--- config.mk ---
export PLATFORM = sky130hd
export DESIGN_NAME = alu_issue_ctrl
export DESIGN_NICKNAME = d
export VERILOG_FILES = /design/src/rtl/alu_pkg.sv /design/src/rtl/alu_op_check.sv /design/src/rtl/alu_issue_ctrl.sv
export SDC_FILE = /design/constraint.sdc
export NUM_CORES = 1
export LEC_CHECK = 0
export ABC_AREA = 1
export ABC_CLOCK_PERIOD_IN_PS = 3980
export CAP_MARGIN = 40
export CORE_MARGIN = 5
export CORE_UTILIZATION = 43
export DETAILED_ROUTE_END_ITERATION = 10
export PLACE_DENSITY = 0.86
export SETUP_SLACK_MARGIN = 0.05
export SYNTH_ARGS = -nofsm -noshare
export SYNTH_HDL_FRONTEND = slang
export SYNTH_SLANG_ARGS = --single-unit
--- constraint.sdc ---
create_clock -name soc_clk -period 3.98 [get_ports soc_clk]
set_input_delay 0.995 -clock soc_clk [delete_from_list [all_inputs] [get_ports soc_clk]]
set_output_delay 0.995 -clock soc_clk [all_outputs]
set_load 0.03 [all_outputs]
--- src/rtl/alu_pkg.sv ---
// ---------------------------------------------------------------------------
// alu_pkg
// Shared definitions for the CU-side ALU issue path: op code values, the
// issue controller state encoding and the response error codes.
// No ports; imported with "import alu_pkg::*;".
// ---------------------------------------------------------------------------
package alu_pkg;

  // Branch comparisons occupy 0-5, register/immediate arithmetic 6-15.
  // Anything with bit 4 set is undefined.
  localparam logic [4:0] OP_BEQ  = 5'd0;
  localparam logic [4:0] OP_BNE  = 5'd1;
  localparam logic [4:0] OP_BLT  = 5'd2;
  localparam logic [4:0] OP_BGE  = 5'd3;
  localparam logic [4:0] OP_BLTU = 5'd4;
  localparam logic [4:0] OP_BGEU = 5'd5;
  localparam logic [4:0] OP_ADD  = 5'd6;
  localparam logic [4:0] OP_SUB  = 5'd7;
  localparam logic [4:0] OP_SLL  = 5'd8;
  localparam logic [4:0] OP_SLT  = 5'd9;
  localparam logic [4:0] OP_SLTU = 5'd10;
  localparam logic [4:0] OP_XOR  = 5'd11;
  localparam logic [4:0] OP_SRL  = 5'd12;
  localparam logic [4:0] OP_SRA  = 5'd13;
  localparam logic [4:0] OP_OR   = 5'd14;
  localparam logic [4:0] OP_AND  = 5'd15;

  typedef enum logic [1:0] {
    IDLE = 2'd0,
    BUSY = 2'd1,
    DONE = 2'd2
  } state_t;

  typedef enum logic [1:0] {
    ERR_NONE    = 2'd0,
    ERR_ILLEGAL = 2'd1,
    ERR_TIMEOUT = 2'd2,
    ERR_ALU     = 2'd3
  } err_code_t;

  // Branch ops are the low block of the op space, up to and including BGEU.
  function automatic logic op_is_branch(input logic [4:0] op);
    return (op <= OP_BGEU);
  endfunction

endpackage

--- src/rtl/alu_op_check.sv ---
// ---------------------------------------------------------------------------
// alu_op_check
// Combinational classifier for a decoded ALU operation.
//   op        in  5  ALU op code
//   use_imm   in  1  operand 2 would come from the immediate
//   legal     out 1  operation may be sent to the ALU
//   is_branch out 1  op is one of the branch comparisons (0-5)
// ---------------------------------------------------------------------------
import alu_pkg::*;

module alu_op_check (
  input  logic [4:0] op,
  input  logic       use_imm,
  output logic       legal,
  output logic       is_branch
);

  // Branches compare two registers and there is no subtract-immediate,
  // so an immediate operand is meaningless for either.
  always_comb begin
    is_branch = op_is_branch(op);
    legal     = ~op[4] & ~(use_imm & (is_branch | (op == OP_SUB)));
  end

endmodule

--- src/rtl/alu_issue_ctrl.sv ---
// ---------------------------------------------------------------------------
// alu_issue_ctrl
// Control-unit-side initiator for the ALU request/response interface.
// Accepts one decoded op from the CU, strobes the ALU with its operands,
// waits for alu_ready (bounded by TIMEOUT_CYC), and holds the captured
// result until the consumer takes it.
//
// Ports
//   soc_clk, reset                 clock, synchronous active-high reset
//   issue_valid/issue_ready        CU handshake (ready only in IDLE)
//   issue_op/rs1/rs2/imm/use_imm   decoded operation and operands
//   issue_rd                       destination tag, passed through
//   alu_dat_ready                  request strobe to the ALU
//   alu_dat1/alu_dat2/alu_instr    request operands and op code
//   alu_out/overflow/con_met/zero/err/ready   ALU response
//   res_valid/res_ready            response handshake
//   res_data/rd/is_branch/taken/overflow/zero/err/err_code  held response
// ---------------------------------------------------------------------------
import alu_pkg::*;

module alu_issue_ctrl #(
  parameter int TIMEOUT_CYC = 16,
  localparam int CNT_W      = $clog2(TIMEOUT_CYC + 1)
) (
  input  logic        soc_clk,
  input  logic        reset,

  input  logic        issue_valid,
  output logic        issue_ready,
  input  logic [4:0]  issue_op,
  input  logic [31:0] issue_rs1,
  input  logic [31:0] issue_rs2,
  input  logic [31:0] issue_imm,
  input  logic        issue_use_imm,
  input  logic [4:0]  issue_rd,

  output logic        alu_dat_ready,
  output logic [31:0] alu_dat1,
  output logic [31:0] alu_dat2,
  output logic [4:0]  alu_instr,
  input  logic [31:0] alu_out,
  input  logic        alu_overflow,
  input  logic        alu_con_met,
  input  logic        alu_zero,
  input  logic        alu_err,
  input  logic        alu_ready,

  output logic        res_valid,
  input  logic        res_ready,
  output logic [31:0] res_data,
  output logic [4:0]  res_rd,
  output logic        res_is_branch,
  output logic        res_taken,
  output logic        res_overflow,
  output logic        res_zero,
  output logic        res_err,
  output logic [1:0]  res_err_code
);

  localparam logic [CNT_W-1:0] CNT_LAST = CNT_W'(TIMEOUT_CYC - 1);
  localparam logic [CNT_W-1:0] CNT_ONE  = CNT_W'(1);

  state_t          state;
  state_t          next_state;
  logic [CNT_W-1:0] wait_cnt;
  logic            branch_q;
  err_code_t       err_code_q;
  logic            chk_legal;
  logic            chk_is_branch;

  alu_op_check u_op_check (
    .op        (issue_op),
    .use_imm   (issue_use_imm),
    .legal     (chk_legal),
    .is_branch (chk_is_branch)
  );

  assign issue_ready  = (state == IDLE);
  assign res_valid    = (state == DONE);
  assign res_err_code = err_code_q;

  always_ff @(posedge soc_clk) begin
    if (reset) state <= IDLE;
    else       state <= next_state;
  end

  // alu_ready takes priority over the timeout when both land together.
  always_comb begin
    next_state = state;
    unique case (state)
      IDLE: if (issue_valid) next_state = chk_legal ? BUSY : DONE;
      BUSY: if (alu_ready || (wait_cnt == CNT_LAST)) next_state = DONE;
      DONE: if (res_ready) next_state = IDLE;
      default: next_state = IDLE;
    endcase
  end

  // Request and response registers. The ALU operands are left untouched
  // outside of issue so they hold their last value while idle.
  always_ff @(posedge soc_clk) begin
    if (reset) begin
      wait_cnt      <= '0;
      alu_dat_ready <= 1'b0;
      alu_dat1      <= '0;
      alu_dat2      <= '0;
      alu_instr     <= '0;
      branch_q      <= 1'b0;
      res_data      <= '0;
      res_rd        <= '0;
      res_is_branch <= 1'b0;
      res_taken     <= 1'b0;
      res_overflow  <= 1'b0;
      res_zero      <= 1'b0;
      res_err       <= 1'b0;
      err_code_q    <= ERR_NONE;
    end else begin
      unique case (state)
        IDLE: begin
          if (issue_valid) begin
            res_rd <= issue_rd;
            if (chk_legal) begin
              alu_dat1      <= issue_rs1;
              alu_dat2      <= issue_use_imm ? issue_imm : issue_rs2;
              alu_instr     <= issue_op;
              branch_q      <= chk_is_branch;
              alu_dat_ready <= 1'b1;
              wait_cnt      <= '0;
            end else begin
              res_data      <= '0;
              res_is_branch <= 1'b0;
              res_taken     <= 1'b0;
              res_overflow  <= 1'b0;
              res_zero      <= 1'b0;
              res_err       <= 1'b1;
              err_code_q    <= ERR_ILLEGAL;
            end
          end
        end

        BUSY: begin
          wait_cnt <= wait_cnt + CNT_ONE;
          if (alu_ready) begin
            alu_dat_ready <= 1'b0;
            res_data      <= alu_out;
            res_is_branch <= branch_q;
            res_taken     <= alu_con_met & branch_q;
            res_overflow  <= alu_overflow;
            res_zero      <= alu_zero;
            res_err       <= alu_err;
            err_code_q    <= alu_err ? ERR_ALU : ERR_NONE;
          end else if (wait_cnt == CNT_LAST) begin
            alu_dat_ready <= 1'b0;
            res_data      <= '0;
            res_is_branch <= branch_q;
            res_taken     <= 1'b0;
            res_overflow  <= 1'b0;
            res_zero      <= 1'b0;
            res_err       <= 1'b1;
            err_code_q    <= ERR_TIMEOUT;
          end
        end

        DONE: begin
          if (res_ready) wait_cnt <= '0;
        end

        default: ;
      endcase
    end
  end

endmodule

==> results.md <==
* Clk sinks at 122
* First-pass GRT wire length at 24700 um
* Crit path buf inv count at 2
* Final HPWL DP at 11400 um
* Overall fraction of global-route tracks in use at 0.215
* Number of global-route vias before repair at 4992
* Final #Nets at 1065
* Outcome: finished, final reports clean
* Post-route ant nets at 0
* Post-layout util at 0.717
* GRT overflow at 0
* Final Hold Fails at 0
* Cell Chain, Critical Path: inv_1 -> nor2_1 -> clkdlybuf4s50_1
* Ports at 264
* Fin crit period at 2.70 ns
* Pwr per Cell Area at 422 mW/mm2
* Post-Syn Instances at 669
* Share of layout cells above drive strength 1 at 0.135
* Part of the power in the clock network at 0.426
* Slowest CP cell: clkdlybuf4s50_1
* Psw at 0.941 mW
* Pint at 2.54 mW
* Combinational Power Share at 0.193
* Max IR drop VDD at 0.276 mV
* Htree depth at 4
* Setup TNS at 0 ns
* Largest net degree at the start of global routing at 72
* Power share of the sequential group at 0.381
* Max-cap violations at 0
* Post-synthesis cell area at 0.00511 mm2
* Total stage count of the critical path at 3
* Commonest non-fill, non-tap cell in the layout: clkdlybuf4s50_1
* Vias post-DR at 5108
* CTS tree: yes
* Bufs on Longest Clock Path at 2
* Critical Path Sink: res_valid
* Syn_nets at 819
* CP top delay family: buffers and inverters
* First-iteration detailed-routing DRC count at 246
* Clock Skew at 0.0115 ns
* R2R Path Start: wait_cnt[0]$_SDFFE_PP0P_
* Initial Utilization at 0.444
* Cts hold-fix bufs at 0
* CTS resizes at 0
* Fmax achieved at 370 MHz
* Post-synthesis sequential area ratio at 0.478
* Antenna violations before repair at 0
* Die Y-Extent at 119 um
* Clock Latency Late Sink at 0.40 ns
* Library cells used by synthesis at 30
* Worst Path Arrival at 1.71 ns
* Vias per cell at 4.77
* RR Endpoint: res_err$_SDFFE_PP0P_
* Crit Path Max Fanout at 5
* Slew Limit Fails at 0
* Final setup violation count at 0
* Port-buffer cells at 263
* Leak Pwr at 3.33 nW
* Worst-Margin Slew at 0.808 ns
* 1st-pass router iterations at 5
* RSZ-0062 raised after global routing: no
* Crit path launch type: flip-flop
* Worst R2R Path Depth at 10
* Die footprint at 0.0142 mm2
* Drt total wl at 16000 um
* Global placement routability congestion at 0.799
* Critical Path Sink Type: output pin
* Die W at 119 um
* Clock transition at the registers of the reported paths at 0.05 ns
* Post-CTS setup repair buffer count at 0
* Flop2flop setup slack at 1.61 ns
* CTS buffer count at 17
* Most frequent cells in the layout: clkdlybuf4s50_1 (263), nand2_1 (184), dfxtp_1 (122), nor2_1 (87), o21ai_0 (69)
* CTS root buffer: clkbuf_16
* Mean routed wirelength per cell at 15.0 um
* Worst Setup SP: state[1]$_SDFFE_PP0P_
* CP max stage delay at 0.69 ns
* N_diodes at 0
* Core Footprint at 0.0115 mm2
* DRC viols at 0
* Net Sw Frac at 0.270
* Cell Rows at 39
* Final worst-path cycle share at 0.679
* Synthesized flop and latch total at 122
* Crit path kind: reg2out
* Synth warnings at 0
* Mapped Avg Cell Area at 7.64 um2
* Slew HR at 0.461
* Area growth syn-to-layout at 61.5%
* Min-Delay Path Class: reg2reg
* Data required time of the worst path at 2.98 ns
-- cells by family (layout without fill, tap and decap cells) --
group / after synthesis / count (layout) / share of synthesized area
AOI/OAI and AO/OA: 126 / 126 / 0.127
and+or+nand+nor: 360 / 360 / 0.316
adders and majority gates: 2 / 2 / 0.00490
buffers and inverters: 59 / 317 / 0.0744
DFF: 122 / 122 / 0.478
-- power by group through the flow --
stage | clock, mW | sequential (mW) | combinational [mW]
detailed placement | 0 | 1.35 | 0.673
floorplan | 0 | 1.48 | 0.224
CTS | 1.52 | 1.33 | 0.678
finish | 1.48 | 1.33 | 0.672
global route | 1.56 | 1.34 | 0.720
global placement | 0 | 1.35 | 0.666
-- sequential cells by signal (all words and copies together) (netlist names) --
signal,count
wait_cnt,5
alu_dat2,32
res_rd,5
res_data,32
state,2
alu_dat_ready,1
res_zero,1
alu_instr,5
res_err_code,2
res_is_branch,1
alu_dat1,32
res_err,1
res_taken,1
branch_q,1
res_overflow,1
-- synth_stat cells --
cell,instances,area share
o21ai_0,69,0.068
buf_6,19,0.042
nor2_2,67,0.082
a21oi_2,2,0.0034
a21o_1,1,0.0015
a21oi_1,43,0.042
dfxtp_1,122,0.48
nor2_4,2,0.0044
nand2_4,1,0.0022
o21ai_1,7,0.0069
or2_2,4,0.0049
a31o_2,1,0.0017
inv_1,12,0.0088
clkbuf_1,18,0.013
nand4_1,2,0.0024
nand2_1,184,0.14
o21a_1,2,0.0029
inv_2,3,0.0022
a31oi_1,1,0.0012
nand3b_1,2,0.0029
buf_4,1,0.0015
nand2_2,4,0.0049
buf_2,3,0.0029
inv_6,1,0.0017
inv_4,1,0.0012
nand3_1,5,0.0049
nor2_1,87,0.064
clkinv_2,1,0.00098
nor2_8,2,0.0078
ha_1,2,0.0049
-- per-layer routing --
| metal | vias to the layer above | wire length [um] | part of all wire | GRT usage |
|---|---|---|---|---|
| met5 | - | 0 | 0 | 0 |
| met4 | 0 | 342 | 0.021 | 0.0710 |
| met3 | 26 | 1510 | 0.094 | 0.0991 |
| met2 | 202 | 7950 | 0.50 | 0.375 |
| met1 | 2276 | 6200 | 0.39 | 0.230 |
| li1 | 2604 | - | - | - |
-- worst min-delay path by stage --
stage | startpoint | depth (start not counted) | endpoint
global route | res_data[30]$_SDFFE_PP0P_ | 2 | res_data[30]$_SDFFE_PP0P_
floorplan | wait_cnt[4]$_SDFFE_PP0P_ | 2 | wait_cnt[4]$_SDFFE_PP0P_
finish | res_data[1]$_SDFFE_PP0P_ | 2 | res_data[1]$_SDFFE_PP0P_
CTS | res_data[19]$_SDFFE_PP0P_ | 2 | res_data[19]$_SDFFE_PP0P_
global placement | alu_instr[4]$_SDFFE_PP0P_ | 2 | alu_instr[4]$_SDFFE_PP0P_
detailed placement | res_data[27]$_SDFFE_PP0P_ | 2 | res_data[27]$_SDFFE_PP0P_
-- worst register-to-register path: stages (launching register included) --
cell and delay [ns]:
dfxtp_1 0.34, ha_1 0.22, nand2_1 0.09, nor2_1 0.04, ha_1 0.18, or2_2 0.29, nand2_2 0.08, nand2_2 0.06
nand2_2 0.57, clkinv_2 0.19, o21a_1 0.21
-- final cells by class --
type | instances | area (um2)
repair buffers | 268 | 2690
fillers | 903 | 3260
multi-input cells | 488 | 2290
flip-flops and latches | 122 | 2440
clock buffers | 19 | 453
inverters | 18 | 76.3
well taps | 143 | 179
clock inverters | 12 | 125
-- stage by stage --
step / instances / hold slack, ns / worst slack (ns) / power, mW / area (um2)
2_1_floorplan: 669 / 0.441 / 1.94 / 1.71 / 5110
3_3_place_gp: 1038 / 0.442 / 1.03 / 2.02 / 7650
3_5_place_dp: 1039 / 0.452 / 0.968 / 2.03 / 7680
4_1_cts: 1070 / 0.462 / 1.25 / 3.52 / 8250
5_1_grt: 1070 / 0.478 / 1.13 / 3.62 / 8250
6_report: 1070 / 0.460 / 1.28 / 3.49 / 8250
Note: power is estimated with default switching activity, not from simulation.
